### src/rtl/axi3_pkg.sv
// Shared AXI3 encodings for the slave blocks: burst types, beat sizes, response codes.
package axi3_pkg;

  localparam logic [1:0] XBURST_FIXED = 2'b00;
  localparam logic [1:0] XBURST_INCR  = 2'b01;
  localparam logic [1:0] XBURST_WRAP  = 2'b10;

  localparam logic [2:0] XSIZE_1   = 3'd0;
  localparam logic [2:0] XSIZE_2   = 3'd1;
  localparam logic [2:0] XSIZE_4   = 3'd2;
  localparam logic [2:0] XSIZE_8   = 3'd3;
  localparam logic [2:0] XSIZE_16  = 3'd4;
  localparam logic [2:0] XSIZE_32  = 3'd5;
  localparam logic [2:0] XSIZE_64  = 3'd6;
  localparam logic [2:0] XSIZE_128 = 3'd7;

  localparam logic [1:0] XRESP_OKAY   = 2'b00;
  localparam logic [1:0] XRESP_SLVERR = 2'b10;

  // WRAP bursts are only legal for 2, 4, 8 or 16 beats.
  function automatic logic wrap_len_ok(input logic [3:0] len);
    return (len == 4'd1) || (len == 4'd3) || (len == 4'd7) || (len == 4'd15);
  endfunction

endpackage

### src/rtl/axi3_sram_slave_if.sv
// AXI3 five-channel bundle; the slave modport is the SRAM bridge side.
interface axi3_sram_slave_if #(
  parameter int unsigned DATA_SIZE = 32,
  parameter int unsigned ADDR_SIZE = DATA_SIZE,
  parameter int unsigned STRB_SIZE = DATA_SIZE / 8
);
  logic [3:0]           AWID;
  logic [ADDR_SIZE-1:0] AWADDR;
  logic [3:0]           AWLEN;
  logic [2:0]           AWSIZE;
  logic [1:0]           AWBURST;
  logic                 AWVALID;
  logic                 AWREADY;

  logic [3:0]           WID;
  logic [DATA_SIZE-1:0] WDATA;
  logic [STRB_SIZE-1:0] WSTRB;
  logic                 WLAST;
  logic                 WVALID;
  logic                 WREADY;

  logic [3:0]           BID;
  logic [1:0]           BRESP;
  logic                 BVALID;
  logic                 BREADY;

  logic [3:0]           ARID;
  logic [ADDR_SIZE-1:0] ARADDR;
  logic [3:0]           ARLEN;
  logic [2:0]           ARSIZE;
  logic [1:0]           ARBURST;
  logic                 ARVALID;
  logic                 ARREADY;

  logic [3:0]           RID;
  logic [DATA_SIZE-1:0] RDATA;
  logic [1:0]           RRESP;
  logic                 RLAST;
  logic                 RVALID;
  logic                 RREADY;

  modport slave (
    input  AWID, AWADDR, AWLEN, AWSIZE, AWBURST, AWVALID,
    output AWREADY,
    input  WID, WDATA, WSTRB, WLAST, WVALID,
    output WREADY,
    output BID, BRESP, BVALID,
    input  BREADY,
    input  ARID, ARADDR, ARLEN, ARSIZE, ARBURST, ARVALID,
    output ARREADY,
    output RID, RDATA, RRESP, RLAST, RVALID,
    input  RREADY
  );

  modport master (
    output AWID, AWADDR, AWLEN, AWSIZE, AWBURST, AWVALID,
    input  AWREADY,
    output WID, WDATA, WSTRB, WLAST, WVALID,
    input  WREADY,
    input  BID, BRESP, BVALID,
    output BREADY,
    output ARID, ARADDR, ARLEN, ARSIZE, ARBURST, ARVALID,
    input  ARREADY,
    input  RID, RDATA, RRESP, RLAST, RVALID,
    output RREADY
  );
endinterface

### src/rtl/axi3_slave_addr_gen.sv
// Beat address generator shared by the read and write paths, with a sticky per-burst error.
module axi3_slave_addr_gen
  import axi3_pkg::*;
#(
  parameter int unsigned ADDR_SIZE = 32,
  parameter int unsigned STRB_SIZE = 4,
  parameter int unsigned MEM_DEPTH = 1024
) (
  input  logic                 clk_i,
  input  logic                 load_i,
  input  logic                 advance_i,
  input  logic [ADDR_SIZE-1:0] addr_i,
  input  logic [3:0]           len_i,
  input  logic [2:0]           size_i,
  input  logic [1:0]           burst_i,
  output logic [ADDR_SIZE-1:0] addr_o,
  output logic                 err_o
);
  localparam int unsigned SizeMax = $clog2(STRB_SIZE);
  localparam logic [ADDR_SIZE:0] MemBytes = (ADDR_SIZE + 1)'(MEM_DEPTH * STRB_SIZE);

  logic [ADDR_SIZE-1:0] addr_q, addr_d, next_addr;
  logic [ADDR_SIZE-1:0] bytes, aligned, incr, wrap_mask;
  logic [3:0]           len_q, len_d;
  logic [2:0]           size_q, size_d;
  logic [1:0]           burst_q, burst_d;
  logic                 err_q, err_d, range_err, cfg_err;

  always_comb begin
    bytes     = ADDR_SIZE'(1) << size_q;
    aligned   = addr_q & ~(bytes - ADDR_SIZE'(1));
    incr      = aligned + bytes;
    wrap_mask = ((ADDR_SIZE'(len_q) + ADDR_SIZE'(1)) << size_q) - ADDR_SIZE'(1);
    case (burst_q)
      XBURST_FIXED: next_addr = addr_q;
      XBURST_WRAP:  next_addr = (addr_q & ~wrap_mask) | (incr & wrap_mask);
      default:      next_addr = incr;
    endcase
    range_err = {1'b0, addr_q} >= MemBytes;
    cfg_err   = (size_i > 3'(SizeMax)) || (burst_i == 2'b11) ||
                ((burst_i == XBURST_WRAP) && !wrap_len_ok(len_i));
  end

  always_comb begin
    addr_d  = addr_q;
    len_d   = len_q;
    size_d  = size_q;
    burst_d = burst_q;
    err_d   = err_q;
    if (load_i) begin
      addr_d  = addr_i;
      len_d   = len_i;
      size_d  = size_i;
      burst_d = burst_i;
      err_d   = cfg_err;
    end else if (advance_i) begin
      addr_d = next_addr;
      // An out-of-range beat poisons every later beat of the same burst.
      err_d  = err_q | range_err;
    end
  end

  always_ff @(posedge clk_i) begin
    addr_q  <= addr_d;
    len_q   <= len_d;
    size_q  <= size_d;
    burst_q <= burst_d;
    err_q   <= err_d;
  end

  assign addr_o = addr_q;
  assign err_o  = err_q | range_err;
endmodule

### src/rtl/axi3_sram_slave.sv
// AXI3 slave bridging one burst at a time onto a single-port SRAM with one-cycle read latency.
module axi3_sram_slave
  import axi3_pkg::*;
#(
  parameter int unsigned DATA_SIZE = 32,
  parameter int unsigned ADDR_SIZE = DATA_SIZE,
  parameter int unsigned STRB_SIZE = DATA_SIZE / 8,
  parameter int unsigned MEM_DEPTH = 1024,
  parameter int unsigned MEM_AW    = $clog2(MEM_DEPTH)
) (
  input  logic                 ACLK,
  input  logic                 ARESET,
  axi3_sram_slave_if.slave     bus,
  output logic [MEM_AW-1:0]    mem_addr,
  output logic                 mem_we,
  output logic [STRB_SIZE-1:0] mem_be,
  output logic [DATA_SIZE-1:0] mem_d,
  input  logic [DATA_SIZE-1:0] mem_q,
  output logic                 mem_re
);
  localparam int unsigned Sb = $clog2(STRB_SIZE);

  localparam logic [2:0] StIdle   = 3'd0;
  localparam logic [2:0] StWrData = 3'd1;
  localparam logic [2:0] StWrResp = 3'd2;
  localparam logic [2:0] StRdReq  = 3'd3;
  localparam logic [2:0] StRdData = 3'd4;

  logic [2:0]           state_q, state_d;
  logic                 pref_rd_q, pref_rd_d;
  logic                 rdy_en_q;
  logic [3:0]           beat_q, beat_d, len_q, len_d, id_q, id_d;
  logic                 burst_err_q, burst_err_d;
  logic                 first_q, first_d;
  logic [DATA_SIZE-1:0] rdata_q, rdata_d;

  logic                 idle, ar_hs, aw_hs, w_hs, r_hs, last_beat, ag_err;
  logic [ADDR_SIZE-1:0] ag_addr;
  logic                 unused_ok;

  assign idle        = (state_q == StIdle) && rdy_en_q;
  assign bus.ARREADY = idle && (pref_rd_q || !bus.AWVALID);
  assign bus.AWREADY = idle && (!pref_rd_q || !bus.ARVALID);
  assign ar_hs       = bus.ARVALID && bus.ARREADY;
  assign aw_hs       = bus.AWVALID && bus.AWREADY && !ar_hs;
  assign bus.WREADY  = (state_q == StWrData);
  assign w_hs        = bus.WVALID && bus.WREADY;
  assign r_hs        = bus.RVALID && bus.RREADY;
  assign last_beat   = (beat_q == len_q);

  axi3_slave_addr_gen #(
    .ADDR_SIZE (ADDR_SIZE),
    .STRB_SIZE (STRB_SIZE),
    .MEM_DEPTH (MEM_DEPTH)
  ) u_addr_gen (
    .clk_i     (ACLK),
    .load_i    (ar_hs || aw_hs),
    .advance_i (w_hs || r_hs),
    .addr_i    (ar_hs ? bus.ARADDR : bus.AWADDR),
    .len_i     (ar_hs ? bus.ARLEN : bus.AWLEN),
    .size_i    (ar_hs ? bus.ARSIZE : bus.AWSIZE),
    .burst_i   (ar_hs ? bus.ARBURST : bus.AWBURST),
    .addr_o    (ag_addr),
    .err_o     (ag_err)
  );

  assign mem_addr = ag_addr[MEM_AW+Sb-1:Sb];
  assign mem_we   = w_hs && !ag_err;
  assign mem_be   = bus.WSTRB;
  assign mem_d    = bus.WDATA;
  assign mem_re   = (state_q == StRdReq) && !ag_err;

  assign bus.BVALID = (state_q == StWrResp);
  assign bus.BID    = id_q;
  assign bus.BRESP  = burst_err_q ? XRESP_SLVERR : XRESP_OKAY;

  // mem_q is only valid in the first RD_DATA cycle; later stall cycles replay the captured copy.
  assign bus.RVALID = (state_q == StRdData);
  assign bus.RID    = id_q;
  assign bus.RDATA  = ag_err ? '0 : (first_q ? mem_q : rdata_q);
  assign bus.RRESP  = ag_err ? XRESP_SLVERR : XRESP_OKAY;
  assign bus.RLAST  = bus.RVALID && last_beat;

  assign unused_ok = ^{bus.WID, ag_addr[ADDR_SIZE-1:MEM_AW+Sb], ag_addr[Sb-1:0]};

  always_comb begin
    state_d     = state_q;
    pref_rd_d   = pref_rd_q;
    beat_d      = beat_q;
    burst_err_d = burst_err_q;
    first_d     = 1'b0;
    id_d        = id_q;
    len_d       = len_q;
    rdata_d     = first_q ? mem_q : rdata_q;
    case (state_q)
      StIdle: begin
        if (ar_hs) begin
          state_d     = StRdReq;
          pref_rd_d   = 1'b0;
          beat_d      = 4'd0;
          burst_err_d = 1'b0;
          id_d        = bus.ARID;
          len_d       = bus.ARLEN;
        end else if (aw_hs) begin
          state_d     = StWrData;
          pref_rd_d   = 1'b1;
          beat_d      = 4'd0;
          burst_err_d = 1'b0;
          id_d        = bus.AWID;
          len_d       = bus.AWLEN;
        end
      end
      StWrData: begin
        if (w_hs) begin
          burst_err_d = burst_err_q | ag_err | (bus.WLAST != last_beat);
          if (last_beat) state_d = StWrResp;
          else           beat_d  = beat_q + 4'd1;
        end
      end
      StWrResp: begin
        if (bus.BREADY) state_d = StIdle;
      end
      StRdReq: begin
        state_d = StRdData;
        first_d = 1'b1;
      end
      StRdData: begin
        if (r_hs) begin
          if (last_beat) begin
            state_d = StIdle;
          end else begin
            state_d = StRdReq;
            beat_d  = beat_q + 4'd1;
          end
        end
      end
      default: state_d = StIdle;
    endcase
  end

  always_ff @(posedge ACLK or posedge ARESET) begin
    if (ARESET) begin
      state_q     <= StIdle;
      pref_rd_q   <= 1'b1;
      rdy_en_q    <= 1'b0;
      beat_q      <= 4'd0;
      burst_err_q <= 1'b0;
      first_q     <= 1'b0;
    end else begin
      state_q     <= state_d;
      pref_rd_q   <= pref_rd_d;
      rdy_en_q    <= 1'b1;
      beat_q      <= beat_d;
      burst_err_q <= burst_err_d;
      first_q     <= first_d;
    end
  end

  always_ff @(posedge ACLK) begin
    id_q    <= id_d;
    len_q   <= len_d;
    rdata_q <= rdata_d;
  end
endmodule

### src/flat_wrapper.sv
// flat-port wrapper written by rule: the top's interface ports become plain ports
module axi3_sram_slave_flat import axi3_pkg::*;
#(
  parameter int unsigned DATA_SIZE = 32,
  parameter int unsigned ADDR_SIZE = DATA_SIZE,
  parameter int unsigned STRB_SIZE = DATA_SIZE / 8,
  parameter int unsigned MEM_DEPTH = 1024,
  parameter int unsigned MEM_AW    = $clog2(MEM_DEPTH)
)
  (ACLK, ARESET, mem_addr, mem_we, mem_be, mem_d, mem_q, mem_re, bus_AWID, bus_AWADDR, bus_AWLEN, bus_AWSIZE, bus_AWBURST, bus_AWVALID, bus_AWREADY, bus_WID, bus_WDATA, bus_WSTRB, bus_WLAST, bus_WVALID, bus_WREADY, bus_BID, bus_BRESP, bus_BVALID, bus_BREADY, bus_ARID, bus_ARADDR, bus_ARLEN, bus_ARSIZE, bus_ARBURST, bus_ARVALID, bus_ARREADY, bus_RID, bus_RDATA, bus_RRESP, bus_RLAST, bus_RVALID, bus_RREADY);
  axi3_sram_slave_if #(.DATA_SIZE(DATA_SIZE), .ADDR_SIZE(ADDR_SIZE), .STRB_SIZE(STRB_SIZE)) bus_i ();
  input  logic ACLK;
  input  logic ARESET;
  output logic [MEM_AW-1:0] mem_addr;
  output logic mem_we;
  output logic [STRB_SIZE-1:0] mem_be;
  output logic [DATA_SIZE-1:0] mem_d;
  input  logic [DATA_SIZE-1:0] mem_q;
  output logic mem_re;
  input wire logic [$bits(bus_i.AWID)-1:0] bus_AWID;
  input wire logic [$bits(bus_i.AWADDR)-1:0] bus_AWADDR;
  input wire logic [$bits(bus_i.AWLEN)-1:0] bus_AWLEN;
  input wire logic [$bits(bus_i.AWSIZE)-1:0] bus_AWSIZE;
  input wire logic [$bits(bus_i.AWBURST)-1:0] bus_AWBURST;
  input wire logic [$bits(bus_i.AWVALID)-1:0] bus_AWVALID;
  output wire logic [$bits(bus_i.AWREADY)-1:0] bus_AWREADY;
  input wire logic [$bits(bus_i.WID)-1:0] bus_WID;
  input wire logic [$bits(bus_i.WDATA)-1:0] bus_WDATA;
  input wire logic [$bits(bus_i.WSTRB)-1:0] bus_WSTRB;
  input wire logic [$bits(bus_i.WLAST)-1:0] bus_WLAST;
  input wire logic [$bits(bus_i.WVALID)-1:0] bus_WVALID;
  output wire logic [$bits(bus_i.WREADY)-1:0] bus_WREADY;
  output wire logic [$bits(bus_i.BID)-1:0] bus_BID;
  output wire logic [$bits(bus_i.BRESP)-1:0] bus_BRESP;
  output wire logic [$bits(bus_i.BVALID)-1:0] bus_BVALID;
  input wire logic [$bits(bus_i.BREADY)-1:0] bus_BREADY;
  input wire logic [$bits(bus_i.ARID)-1:0] bus_ARID;
  input wire logic [$bits(bus_i.ARADDR)-1:0] bus_ARADDR;
  input wire logic [$bits(bus_i.ARLEN)-1:0] bus_ARLEN;
  input wire logic [$bits(bus_i.ARSIZE)-1:0] bus_ARSIZE;
  input wire logic [$bits(bus_i.ARBURST)-1:0] bus_ARBURST;
  input wire logic [$bits(bus_i.ARVALID)-1:0] bus_ARVALID;
  output wire logic [$bits(bus_i.ARREADY)-1:0] bus_ARREADY;
  output wire logic [$bits(bus_i.RID)-1:0] bus_RID;
  output wire logic [$bits(bus_i.RDATA)-1:0] bus_RDATA;
  output wire logic [$bits(bus_i.RRESP)-1:0] bus_RRESP;
  output wire logic [$bits(bus_i.RLAST)-1:0] bus_RLAST;
  output wire logic [$bits(bus_i.RVALID)-1:0] bus_RVALID;
  input wire logic [$bits(bus_i.RREADY)-1:0] bus_RREADY;
  assign bus_i.AWID = bus_AWID;
  assign bus_i.AWADDR = bus_AWADDR;
  assign bus_i.AWLEN = bus_AWLEN;
  assign bus_i.AWSIZE = bus_AWSIZE;
  assign bus_i.AWBURST = bus_AWBURST;
  assign bus_i.AWVALID = bus_AWVALID;
  assign bus_AWREADY = bus_i.AWREADY;
  assign bus_i.WID = bus_WID;
  assign bus_i.WDATA = bus_WDATA;
  assign bus_i.WSTRB = bus_WSTRB;
  assign bus_i.WLAST = bus_WLAST;
  assign bus_i.WVALID = bus_WVALID;
  assign bus_WREADY = bus_i.WREADY;
  assign bus_BID = bus_i.BID;
  assign bus_BRESP = bus_i.BRESP;
  assign bus_BVALID = bus_i.BVALID;
  assign bus_i.BREADY = bus_BREADY;
  assign bus_i.ARID = bus_ARID;
  assign bus_i.ARADDR = bus_ARADDR;
  assign bus_i.ARLEN = bus_ARLEN;
  assign bus_i.ARSIZE = bus_ARSIZE;
  assign bus_i.ARBURST = bus_ARBURST;
  assign bus_i.ARVALID = bus_ARVALID;
  assign bus_ARREADY = bus_i.ARREADY;
  assign bus_RID = bus_i.RID;
  assign bus_RDATA = bus_i.RDATA;
  assign bus_RRESP = bus_i.RRESP;
  assign bus_RLAST = bus_i.RLAST;
  assign bus_RVALID = bus_i.RVALID;
  assign bus_i.RREADY = bus_RREADY;
  axi3_sram_slave #(.DATA_SIZE(DATA_SIZE), .ADDR_SIZE(ADDR_SIZE), .STRB_SIZE(STRB_SIZE), .MEM_DEPTH(MEM_DEPTH), .MEM_AW(MEM_AW)) u_core (.ACLK(ACLK), .ARESET(ARESET), .bus(bus_i), .mem_addr(mem_addr), .mem_we(mem_we), .mem_be(mem_be), .mem_d(mem_d), .mem_q(mem_q), .mem_re(mem_re));
endmodule
### config.mk
export PLATFORM = sky130hd
export DESIGN_NAME = axi3_sram_slave_flat
export DESIGN_NICKNAME = d
export VERILOG_FILES = /design/src/rtl/axi3_pkg.sv /design/src/rtl/axi3_sram_slave_if.sv /design/src/rtl/axi3_slave_addr_gen.sv /design/src/rtl/axi3_sram_slave.sv /design/src/flat_wrapper.sv
export SDC_FILE = /design/constraint.sdc
export NUM_CORES = 1
export LEC_CHECK = 0
export CORE_AREA = 2 2 132 134
export CTS_BUF_LIST = sky130_fd_sc_hd__clkbuf_4
export CTS_CLUSTER_DIAMETER = 50
export DETAILED_ROUTE_END_ITERATION = 12
export DIE_AREA = 0 0 134 136
export PLACE_DENSITY_LB_ADDON = 0.08
export SETUP_SLACK_MARGIN = 0.05
export SYNTH_ARGS = -nofsm -noshare
export SYNTH_HDL_FRONTEND = slang
export SYNTH_SLANG_ARGS = --single-unit
### constraint.sdc
create_clock -name ACLK -period 3.3 [get_ports ACLK]
set_input_delay 0.33 -clock ACLK [delete_from_list [all_inputs] [get_ports ACLK]]
set_output_delay 0.33 -clock ACLK [all_outputs]
set_load 0.05 [all_outputs]
# ---- Yosys cells after proc, flatten, opt, wreduce, memory -nomap -nowiden
# Index checks and enable logic that the tools add are counted.
dict set report word_totals {
  register_bits 93
  in_bits 170
  output_inout_bits 98
}
dict set report op_classes {
  n_addsub 5
  magnitude_cmp 2
  n_eq_ne 19
  shifts 2
  n_mux 38
  n_bitwise 9
  n_reduce_logical 38
}
# cell count
set op_table {}
lappend op_table {{$mux 32} 5}
lappend op_table {{$and 32x32->32} 3}
lappend op_table {{$not 32->32} 2}
lappend op_table {{$pmux 32 s2} 1}
lappend op_table {{$sub 32x1->32 const B} 2}
lappend op_table {{$mux 4} 10}
lappend op_table {{$add 32x32->32} 1}
lappend op_table {{$ge 32x13->1 const B} 1}
lappend op_table {{$or 32x32->32} 1}
lappend op_table {{$shl 1x3->32 const A} 1}
lappend op_table {{$shl 5x3->32} 1}
lappend op_table {{$mux 3} 7}
lappend op_table {{$pmux 3 s5} 1}
lappend op_table {{$logic_and 1x1->1} 12}
lappend op_table {{$pmux 4 s3} 1}
lappend op_table {{$logic_or 1x1->1} 9}
lappend op_table {{$mux 1} 8}
lappend op_table {{$mux 2} 4}
lappend op_table {{$ne 2x2->1 const B} 4}
lappend op_table {{$eq 2x2->1 const B} 3}
lappend op_table {{$eq 3x2->1 const B} 2}
lappend op_table {{$logic_not 1->1} 6}
lappend op_table {{$reduce_bool 2->1} 3}
lappend op_table {{$add 4x1->5 const B} 1}
lappend op_table {{21 further kinds} 24}

# ---- Logic depth before layout (Yosys ltp)
# Gate-level depths: netlist of run 1.
dict set report depth {
  word_depth 13
  ltp_mapped 15
  ltp_nobuf 13
}

# ---- Cells and area by module
# From an unflattened synthesis of run 1, not the netlist that was laid out.
dict set report hier_totals {
  hier_cells 772
  hier_area_um2 7200.7
}
# mod n_inst cells_per_inst area_per_inst_um2
set by_module_without_submodules {}
lappend by_module_without_submodules {axi3_slave_addr_gen 1 482 3960.0}
lappend by_module_without_submodules {axi3_sram_slave 1 290 3240.6}

# ---- Worst setup path before layout of run 1
# Ideal clock, no wire load.
dict set report synth_path {
  path_kind {reg-to-reg}
  startpoint {register u_core.u_addr_gen.size_q[0]}
  endpoint {register with a tool-made name}
  setup_time_ns 0.274
  arrival_time_ns 3.125
  t_required_ns 3.026
  setup_slack_ns -0.099
  path_stages_with_launch 15
  n_path_buf 2
  path_cell_list {edfxtp_1 > inv_1 > clkbuf_1 > nor2_1 > inv_1 > ha_1 > and2_1 > ha_1 > clkbuf_1 > and2_1 > a221oi_1 > a21boi_0 > nand3_1 > xor2_1 > a211oi_1}
}
# item line_no
set synth_rtl {}
lappend synth_rtl {{start, declared} axi3_slave_addr_gen.sv:25} ;# logic [2:0] size_q, size_d;
lappend synth_rtl {{start signal, assigned} axi3_slave_addr_gen.sv:66} ;# size_q <= size_d;

==> metrics.txt, run 1 <==
Storage cell area=0.002419 sq mm; RSZ-0062 raised after global routing=true; count of nets after finishing=1056; share of layout cells above drive strength 1=17.89%; global-route wire length before repair=30790 microns; Rel. slew slack=35.31%; largest net degree at the start of global routing=47; count of mapped cells out of synthesis=747; final weighted congestion in routability-driven placement=0.8812; overall die area=0.01822 sq mm; area of the placeable core=0.01688 sq mm; area fraction of the dominant cell type after synthesis=22.12%; Max Clk Rate=322.5 MHz; Post-synth ARST share=11.83%; Final ANT Viol Nets=0; Worst-Skew Late Latency=0.46 ns; clock transition at the registers of the reported paths=0.16 ns; initial cell density of the core=40.23%; number of synthesis warnings=0; worst vdd ir=0.3514 mV; dominant cell type by area after synthesis=sky130_fd_sc_hd__edfxtp_1; final core utilization=54.31%; via count of the first global-routing pass=6000; total I/O pin count=268; synthesized flop and latch total=93; average cell area after synthesis=9.088 sq um; final number of setup-violating endpoints=0; filler cell count in the final layout=1519; die extent in y=136 microns; layout-stage area growth over the synthesis result=35.00%; # Max-Cap Violations=0; violation count after the first detailed-route iteration=337; maximum clock insertion buffer count=2; root buffer cell=sky130_fd_sc_hd__clkbuf_4; final WL=19640 microns; clock sink total=93; CP required=3.54 ns; count of input and output buffers=189; total gr overflow=0; ordered cell list for the critical path=ha_1 > buf_4 > xnor2_1 > o211ai_1 > o311a_1 > or3_4 > nand4bb_4 > or4_1 > o211a_1; count of flip-flops with a built-in enable after synthesis=50; PwrDens=626.6 mW/mm^2; startpoint of the worst register-to-register path=u_core.u_addr_gen.len_q[1]; leakage power total=3.538 nW; footprint of the multi-input gates=0.003741 sq mm; Worst setup EP type=flip-flop; Final HPWL DP=15440 microns; antenna violations before repair=1; R2R cell count=9; total count of max-transition violations in the final report=0; critical-path maximum fanout=6; Worst Path Class, Setup=flip-flop to flip-flop; post-synthesis cell area=0.006789 sq mm; number of hold violations in the final report=0; all-layer global routing usage=21.58%; transition time of the tightest slew-check pin=0.9581 ns; clock tree from TritonCTS=done; share of the clock period used by the worst path=93.95%; number of cell rows=48; final critical path time including I/O delays and setup=3.100 ns; Area contributors post-synth=sky130_fd_sc_hd__edfxtp_1, sky130_fd_sc_hd__dfxtp_1, sky130_fd_sc_hd__mux2_2, sky130_fd_sc_hd__buf_4, sky130_fd_sc_hd__nor2_1; drt via density=5.404; number of clock buffers inserted by TritonCTS=9; Primary FF master, synth=sky130_fd_sc_hd__edfxtp_1; Critical Path Max Stage Delay=0.55 ns; total iterations of the first detailed-routing run=5; data arrival time at the worst-slack endpoint=3.34 ns; flop2flop setup slack=0.20 ns; unique cell type count in the Yosys netlist=74; launching element type of the critical path=flip-flop; number of vias after detailed routing=5993; number of levels the H-tree was split into=3; sequential-to-total area share from yosys stat=35.62%; Wirelength per Cell=17.71 microns; outcome=finished clean; worst hold-check path type=input port to async pin; slowest stage cell on the critical path=sky130_fd_sc_hd__or4_1; sum of negative setup slack=0 ns; Chip Width=134 microns; residual DRC count=0; Worst Skew=0.02902 ns
==> cell type report <==
class / instances / share of cell area (%)
antenna: 1 / 0.02730
clock buffer: 11 / 0.9010
clock inverter: 5 / 0.8191
inverter: 22 / 0.9420
multi-input combinational: 535 / 40.82
sequential: 93 / 26.39
tap: 225 / 3.072
timing repair buffer: 217 / 27.03
==> layout by cell type, fill, tap and decap left out, types with 22 or more instances in the layout <==
master                            Yosys  layout
sky130_fd_sc_hd__nand2_1             41      41
sky130_fd_sc_hd__nor2_1              67      65
sky130_fd_sc_hd__a21oi_1             47      47
sky130_fd_sc_hd__o21ai_0             26      24
sky130_fd_sc_hd__clkdlybuf4s50_1      0     154
sky130_fd_sc_hd__edfxtp_1            50      50
sky130_fd_sc_hd__nor2b_1             39      39
sky130_fd_sc_hd__mux2_2              55      55
sky130_fd_sc_hd__a211oi_1            24      22
sky130_fd_sc_hd__dfxtp_1             32      32
sky130_fd_sc_hd__buf_12               0      37
sky130_fd_sc_hd__mux2i_1             24      24
sky130_fd_sc_hd__buf_4               55      26
sky130_fd_sc_hd__xor2_1              22      22
==> timing repair <==
item / CTS / global route
hold buffers: 0 / 0
gates resized for setup: 0 / 9
setup buffers: 0 / 1
endpoints found under the setup margin: 0 / 21
==> power breakdown <==
part | leakage, nW | internal, mW | switching [mW] | total, mW
logic | 2.57 | 1.28 | 1.59 | 2.88
registers | 0.875 | 1.80 | 0.336 | 2.14
clock network | 0.0915 | 0.323 | 0.403 | 0.725
==> worst max-delay path by stage <==
stage / startpoint / end / slack, ns
floorplan: u_core.u_addr_gen.size_q[0] / flip-flop / 0.12
global placement: u_core.u_addr_gen.size_q[1] / flip-flop / 0.17
detailed placement: u_core.u_addr_gen.size_q[1] / flip-flop / 0.12
CTS: u_core.u_addr_gen.size_q[0] / flip-flop / 0.08
global route: u_core.u_addr_gen.size_q[2] / flip-flop / 0.01
finish: u_core.u_addr_gen.len_q[1] / flip-flop / 0.20
==> stage by stage <==
stage	cells	setup slack, ns	hold slack [ns]	power (mW)	instance area (sq um)
3_3_place_gp	1091	0.1692	0.4513	4.938	8966
2_1_floorplan	748	0.1159	0.1817	4.308	6805
6_report	1109	0.1995	0.1541	5.743	9165
3_5_place_dp	1091	0.1207	0.4574	5.022	8966
4_1_cts	1107	0.08121	0.1309	5.758	9124
5_1_grt	1109	0.01409	0.1671	6.127	9165
==> worst max-delay path, delay by kind of cell (launching register included) <==
family	cells	cell delay, ns
buffers and inverters	1	0.17
AO/OA/AOI/OAI	3	0.50
adder cells (fa/ha/maj)	1	0.23
XOR/XNOR	1	0.29
AND/OR/NAND/NOR	3	1.23
flip-flops	1	0.47
==> routing by layer <==
layer	vias up	global-route usage [%]	share of wire, %
met1	2825	26.24	42
met5	-	0	0
met2	236	35.70	47
met4	0	7.801	1.7
li1	2905	-	-
met3	27	7.233	9.2
==> synthesized netlist by cell type, types with 10 or more instances <==
cell / number
sky130_fd_sc_hd__dfrtp_1: 10
sky130_fd_sc_hd__nor2b_1: 39
sky130_fd_sc_hd__mux2_2: 55
sky130_fd_sc_hd__a211oi_1: 24
sky130_fd_sc_hd__nand3_1: 22
sky130_fd_sc_hd__buf_2: 12
sky130_fd_sc_hd__xor2_1: 22
sky130_fd_sc_hd__buf_4: 55
sky130_fd_sc_hd__dfxtp_1: 32
sky130_fd_sc_hd__edfxtp_1: 50
sky130_fd_sc_hd__a21oi_1: 47
sky130_fd_sc_hd__nand2_1: 41
sky130_fd_sc_hd__inv_1: 21
sky130_fd_sc_hd__clkbuf_1: 22
sky130_fd_sc_hd__mux2i_1: 24
sky130_fd_sc_hd__a31oi_1: 10
sky130_fd_sc_hd__o21ai_0: 26
sky130_fd_sc_hd__nor2_1: 67
sky130_fd_sc_hd__xnor2_1: 21
==> logic make-up (layout without fill, tap and decap cells) <==
family | Yosys count | count (layout) | share of synthesized area (%)
AO/OA/AOI/OAI | 163 | 163 | 15.96
XOR/XNOR | 43 | 43 | 5.547
adder cells (fa/ha/maj) | 8 | 8 | 1.474
buffers and inverters | 120 | 255 | 10.12
flip-flops | 93 | 93 | 35.62
multiplexers | 79 | 79 | 12.66
other | 2 | 4 | 0.1106
AND/OR/NAND/NOR | 239 | 239 | 18.50
Note: power is estimated with default switching activity, not from simulation.
==> inputs of run 2 (changes only) <==
--- a/config.mk
+++ b/config.mk
@@ -5,11 +5,13 @@
 export SDC_FILE = /design/constraint.sdc
 export NUM_CORES = 1
 export LEC_CHECK = 0
-export CORE_AREA = 2 2 132 134
+export CELL_PAD_IN_SITES_DETAIL_PLACEMENT = 1
+export CELL_PAD_IN_SITES_GLOBAL_PLACEMENT = 1
+export CORE_AREA = 2 2 154 156
 export CTS_BUF_LIST = sky130_fd_sc_hd__clkbuf_4
 export CTS_CLUSTER_DIAMETER = 50
 export DETAILED_ROUTE_END_ITERATION = 12
-export DIE_AREA = 0 0 134 136
+export DIE_AREA = 0 0 156 158
 export PLACE_DENSITY_LB_ADDON = 0.08
 export SETUP_SLACK_MARGIN = 0.05
 export SYNTH_ARGS = -nofsm -noshare
==> run 2 against run 1 <==
  * Via count is 1.2% higher
  * Power is 0.93% higher
  * Fmax is 0.23% lower
  * Core utilization is 14 points lower
  * Wire length is 16% higher
  * Cell area is 1.6% higher
  * First-iteration DRC count is 36% lower
  * Setup slack worse by 0.0070 ns
  * Clock-buffer cell count is 1 lower
  * Clock power is 8.7% lower
==> metrics.txt, run 2 (same netlist as run 1, synthesis figures left out) <==
outcome=finished clean; leakage power total=3.577 nW (+1.1%); clock sink total=93 (unchanged); gr busiest metal=met2; number of clock buffers inserted by TritonCTS=9 (unchanged); all-layer global routing usage=18.65% (-2.9 points); Chip Width=156 microns (+16%); CP required=2.97 ns (-0.57 ns); Critical Path Max Stage Delay=0.51 ns (-0.04 ns); Wirelength per Cell=19.17 microns (+8.2%); final weighted congestion in routability-driven placement=0.8314 (-5.7%); GR met1 Demand/Resource=23.47% (-2.8 points); critical-path maximum fanout=37 (+31); count of input and output buffers=189 (unchanged); overall die area=0.02465 sq mm (+35%); total gr overflow=0 (unchanged); post-route total power=5.797 mW (+0.93%); data arrival time at the worst-slack endpoint=2.78 ns (-0.56 ns); number of vias after detailed routing=6063 (+1.2%); share of the clock period used by the worst path=94.17% (+0.21 points); worst hold-check path type=input port to async pin; most common cell after layout, fill and taps aside=sky130_fd_sc_hd__clkdlybuf4s50_1; via count of the first global-routing pass=6518 (+8.6%); Final HPWL DP=17690 microns (+15%); worst vdd ir=0.2352 mV (-33%); number of levels the H-tree was split into=3 (unchanged); total count of max-transition violations in the final report=0 (unchanged); final critical path time including I/O delays and setup=3.107 ns (+0.007017 ns); Max Clk Rate=321.8 MHz (-0.23%); violation count after the first detailed-route iteration=214 (-36%); root buffer cell=sky130_fd_sc_hd__clkbuf_4; buffers and inverters on the worst path=2 (+1); number of cell rows=56 (+17%); maximum clock insertion buffer count=2 (unchanged); Worst-Skew Late Latency=0.48 ns (+0.02 ns); most frequent cells in the layout=sky130_fd_sc_hd__clkdlybuf4s50_1, sky130_fd_sc_hd__nor2_1, sky130_fd_sc_hd__mux2_2; residual DRC count=0 (unchanged); die extent in y=158 microns (+16%); met2 usage in global routing=31.48% (-4.2 points); number of hold violations in the final report=0 (unchanged); final number of setup-violating endpoints=0 (unchanged); launching element type of the critical path=flip-flop; Worst Path Class, Setup=flip-flop to output port; antenna violations before repair=1 (unchanged); transition time of the tightest slew-check pin=0.9526 ns (-0.005572 ns); clock transition at the registers of the reported paths=0.19 ns (+0.03 ns); PwrDens=622.8 mW/mm^2 (-0.61%); met3 Resource Use GR=5.146% (-2.1 points); total I/O pin count=268 (unchanged); clock tree from TritonCTS=done; Final ANT Viol Nets=0 (unchanged); RSZ-0062 raised after global routing=true; layout-stage area growth over the synthesis result=37.10%; total iterations of the first detailed-routing run=6 (+1); drt via density=5.112 (-5.4%); initial cell density of the core=29.45% (-11 points); global-route wire length before repair=36110 microns (+17%); slowest stage cell on the critical path=sky130_fd_sc_hd__edfxtp_1; ordered cell list for the critical path=nor4_1 > nand4_1 > or4_1 > buf_4 > nor2b_1 > buf_12; Worst Skew=0.02757 ns (-0.001447 ns); largest net degree at the start of global routing=47 (unchanged); final WL=22740 microns (+16%); cts hold-fix bufs=0 (unchanged); startpoint of the worst register-to-register path=u_core.u_addr_gen.len_q[0]; area of the placeable core=0.02305 sq mm (+37%); # Max-Cap Violations=0 (unchanged); Rel. slew slack=35.69% (+0.38 points); Worst setup EP type=output port; share of layout cells above drive strength 1=18.99% (+1.1 points); sum of negative setup slack=0 ns (unchanged); count of nets after finishing=1068 (+1.1%); cell family with the largest share of critical-path delay=simple AND/OR/NAND/NOR gates
-- run 2: cell count changes in the layout (fill, tap and decap cells not counted), sizes merged --
cell    previous run  this run
buf               63        75
clkbuf            11        10
bufinv             2         0
inv               23        26
-- run 2: report_power, final --
| group | switching [mW] | leakage (nW) | internal [mW] | total (mW) |
|---|---|---|---|---|
| combinational | 1.68 | 2.63 | 1.32 | 3.00 |
| sequential | 0.333 | 0.875 | 1.80 | 2.14 |
| clock | 0.481 | 0.0718 | 0.181 | 0.662 |
-- run 2: final cells by class --
| class | count | area (sq um) |
|---|---|---|
| inverters | 22 | 82.58 |
| repair buffers | 229 | 2555 |
| fillers | 2583 | 13740 |
| diodes | 1 | 2.502 |
| well taps | 290 | 362.8 |
| multi-input cells | 535 | 3757 |
| clock buffers | 10 | 75.07 |
| clock inverters | 6 | 53.80 |
| flip-flops and latches | 93 | 2419 |
-- run 2: layer usage --
metal | vias to the layer above | routed length [microns]
li1 | 2930 | -
met1 | 2932 | 10050
met2 | 169 | 10870
met3 | 32 | 1445
met4 | 0 | 380
met5 | - | 0
-- run 2: path summary, 6_finish.rpt --
path                       cells after the start  slack (ns)                  to
min in group ACLK                              2        0.37   u_core.state_q[1]
max in group asynchronous                      2        2.81    u_core.pref_rd_q
min                                            2        0.11      u_core.first_q
min reg2reg                                    1        0.49  u_core.rdata_q[31]
max                                            6        0.19       bus_RDATA[27]
max reg2reg                                   12        0.20           flip-flop
-- run 2: worst register-to-register path, cell delays in order (launching register included) --
cell and delay [ns]:
sky130_fd_sc_hd__edfxtp_1 0.43, sky130_fd_sc_hd__ha_1 0.39, sky130_fd_sc_hd__nand2b_1 0.18, sky130_fd_sc_hd__and2_1 0.19, sky130_fd_sc_hd__nand2b_1 0.12, sky130_fd_sc_hd__ha_1 0.18
sky130_fd_sc_hd__inv_1 0.05, sky130_fd_sc_hd__a221o_1 0.32, sky130_fd_sc_hd__nor3_1 0.23, sky130_fd_sc_hd__and3_1 0.22, sky130_fd_sc_hd__a21oi_1 0.13, sky130_fd_sc_hd__buf_12 0.18
sky130_fd_sc_hd__nor2_2 0.20
-- run 2: what timing repair did --
item	in CTS	in global routing
endpoints found under the setup margin	3	32
hold endpoints to repair	0	0
buffers inserted	0	4
resized for setup	1	10
pin swaps	0	2
-- run 2: metrics by stage --
stage                     setup slack (ns)  utilization, %  hold slack (ns)  instances  area (sq um)
after CTS                          0.09445           40.06          0.09643       1181          9234
after floorplan                     0.1159               -           0.1817        748          6805
final                               0.1925           40.38           0.1148       1186          9308
after global routing               0.02850           40.38           0.1404       1186          9308
after global placement              0.1599           39.49           0.4519       1165          9102
after detailed placement           0.04160           39.49           0.4585       1165          9102
==> inputs of run 3 (changes only) <==
--- a/config.mk
+++ b/config.mk
@@ -7,11 +7,10 @@
 export LEC_CHECK = 0
 export CELL_PAD_IN_SITES_DETAIL_PLACEMENT = 1
 export CELL_PAD_IN_SITES_GLOBAL_PLACEMENT = 1
-export CORE_AREA = 2 2 154 156
-export CTS_BUF_LIST = sky130_fd_sc_hd__clkbuf_4
+export CORE_AREA = 2 2 157 159
 export CTS_CLUSTER_DIAMETER = 50
 export DETAILED_ROUTE_END_ITERATION = 12
-export DIE_AREA = 0 0 156 158
+export DIE_AREA = 0 0 159 161
 export PLACE_DENSITY_LB_ADDON = 0.08
 export SETUP_SLACK_MARGIN = 0.05
 export SYNTH_ARGS = -nofsm -noshare
==> run 3 against run 2 <==
  * Clock power up 78%
  * Wire length down 0.40%
  * Sequential share of layout area down 0.72 points
  * Sequential cell count unchanged
==> metrics.txt, run 3 (same netlist as run 1, synthesis figures left out) <==
Worst-Skew Late Latency=0.36 ns (-0.12 ns); clock tree from TritonCTS=done; layout-stage area growth over the synthesis result=41.02%; number of cell rows=57 (+1.8%); Storage cell area=0.002419 sq mm (unchanged); total gr overflow=0 (unchanged); Rel. slew slack=24.44% (-11 points); number of hold violations in the final report=0 (unchanged); final weighted congestion in routability-driven placement=0.8463 (+1.8%); share of the clock period used by the worst path=93.67% (-0.49 points); filler cell count in the final layout=2716 (+5.1%); number of antenna repair diodes=0 (-1); Layout Cells excl Fill=1216 (+2.5%); Worst Skew=0.009936 ns (-0.01764 ns); Chip Width=159 microns (+1.9%); leakage power total=3.658 nW (+2.3%); final number of setup-violating endpoints=0 (unchanged); final critical path time including I/O delays and setup=3.091 ns (-0.01623 ns); number of clock buffers inserted by TritonCTS=9 (unchanged); footprint of the multi-input gates=0.003811 sq mm (+1.4%); number of vias after detailed routing=6048 (-0.25%); total I/O pin count=268 (unchanged); most frequent cells in the layout=sky130_fd_sc_hd__clkdlybuf4s50_1, sky130_fd_sc_hd__nor2_1, sky130_fd_sc_hd__mux2_2; drt via density=4.974 (-2.7%); Worst Path Class, Setup=flip-flop to flip-flop; Max Clk Rate=323.5 MHz (+0.53%); slowest stage cell on the critical path=sky130_fd_sc_hd__edfxtp_1; post-route total power=6.316 mW (+9.0%); total count of max-transition violations in the final report=0 (unchanged); cell family with the largest share of critical-path delay=simple AND/OR/NAND/NOR gates; worst hold slack across all endpoints=0.2744 ns (+0.1597 ns); all-layer global routing usage=17.66% (-1.0 points); flop2flop setup slack=0.21 ns (about the same); clock sink total=93 (unchanged); worst hold-check path type=input port to async pin; number of levels the H-tree was split into=3 (unchanged); Worst setup EP type=flip-flop; antenna violations before repair=0 (-1); data arrival time at the worst-slack endpoint=3.27 ns (+0.49 ns); most common cell after layout, fill and taps aside=sky130_fd_sc_hd__clkdlybuf4s50_1; worst vdd ir=0.2430 mV (+3.3%); number of stages on the worst setup path=15 (+9); Final HPWL DP=17480 microns (-1.2%); die extent in y=161 microns (+1.9%); area of the placeable core=0.02396 sq mm (+4.0%); buffers and inverters on the worst path=3 (+1); residual DRC count=0 (unchanged); PwrDens=659.7 mW/mm^2 (+5.9%); outcome=finished clean; Final ANT Viol Nets=0 (unchanged); Wirelength per Cell=18.62 microns (-2.9%); count of input and output buffers=189 (unchanged); launching element type of the critical path=flip-flop; startpoint of the worst register-to-register path=u_core.u_addr_gen.size_q[2]; root buffer cell=sky130_fd_sc_hd__clkbuf_16; global-route wire length before repair=35950 microns (-0.44%); R2R cell count=15 (+3); Crit. Startpoint=u_core.u_addr_gen.size_q[2]; count of nets after finishing=1065 (-0.28%); initial cell density of the core=28.33% (-1.1 points); via count of the first global-routing pass=6621 (+1.6%); ordered cell list for the critical path=nand2_2 > buf_4 > nor2_1 > ha_1 > and2_1 > ha_4 > nand2_1 > nor4_2 > a221oi_2 > buf_4 > a21boi_2 > buf_4 > nand3_1 > xor2_1 > a211oi_1; total iterations of the first detailed-routing run=4 (-2); sum of negative setup slack=0 ns (unchanged); RSZ-0062 raised after global routing=true; largest net degree at the start of global routing=49 (+4.3%); CP required=3.48 ns (+0.51 ns); # Max-Cap Violations=0 (unchanged); critical-path maximum fanout=7 (-81%); final WL=22650 microns (-0.40%); share of layout cells above drive strength 1=20.18% (+1.2 points); Critical Path Max Stage Delay=0.42 ns (-0.09 ns); clock transition at the registers of the reported paths=0.07 ns (-0.12 ns); violation count after the first detailed-route iteration=283 (+32%); overall die area=0.02560 sq mm (+3.9%); cell repeated most along the worst path=sky130_fd_sc_hd__buf_4; transition time of the tightest slew-check pin=1.127 ns (+0.1741 ns); cell count after placement=1199 (+2.9%); maximum clock insertion buffer count=2 (unchanged)
==> run 3: cell count changes in the layout (fill, tap and decap cells not counted), moves of 2 or more <==
cell / change
sky130_fd_sc_hd__clkbuf_4: -10
sky130_fd_sc_hd__ha_2: +2
sky130_fd_sc_hd__a211oi_1: -6
sky130_fd_sc_hd__ha_1: -3
sky130_fd_sc_hd__clkbuf_16: +12
sky130_fd_sc_hd__a211oi_2: +6
sky130_fd_sc_hd__buf_4: -3
==> run 3: where the power goes <==
group	total (mW)	internal, mW	switching (mW)
Clock	1.18	0.661	0.516
Sequential	2.14	1.81	0.335
Combinational	2.99	1.33	1.67
Total	6.32	3.80	2.52
==> run 3: area by class of cell <==
type	count	share of cell area, %
Multi-Input combinational cell	535	39.81
Timing Repair Buffer	226	26.36
Sequential cell	93	25.26
Tap cell	324	4.234
Clock buffer	13	3.176
Inverter	22	0.8625
Clock inverter	3	0.3006
==> run 3: worst min-delay path by stage <==
stage,endpoint,slack (ns),cells after the start
after CTS,u_core.burst_err_q,0.28,2
after floorplan,u_core.beat_q[0],0.18,1
after global placement,u_core.rdata_q[6],0.45,1
after detailed placement,u_core.rdata_q[26],0.46,1
final,u_core.burst_err_q,0.27,2
after global routing,u_core.burst_err_q,0.31,2
==> run 3: repair_timing <==
item                       CTS  global route
setup endpoints to repair    3            37
gates cloned                 0             0
resized for setup            1            23
hold buffers                 0             0
pin swaps                    0             3
buffers inserted             0             1
==> run 3: stage by stage <==
stage          util [%]  setup WS (ns)  instance area (sq um)
6_report          39.95         0.2087                   9574
5_1_grt           39.95       0.001591                   9574
4_1_cts           39.54         0.1154                   9475
3_5_place_dp      38.14        0.03814                   9140
3_3_place_gp      38.14        0.08778                   9140
2_1_floorplan         -         0.1159                   6805
==> run 3: per-layer routing <==
layer  global-route usage (%)  share of wire [%]  vias up
li1                         -                  -     2916
met1                    21.52                 43     2923
met2                    29.64                 48      173
met3                    5.829                7.6       36
met4                    5.537                1.9        0
met5                        0                  0        -
==> run 3: worst reg2reg max path: cells and delay by family (launching register included) <==
kind	cells	cell delay [ns]
AO/OA/AOI/OAI	3	0.44
AND/OR/NAND/NOR	6	0.87
flip-flops	1	0.42
buffers and inverters	3	0.47
XOR/XNOR	1	0.16
adder cells (fa/ha/maj)	2	0.58
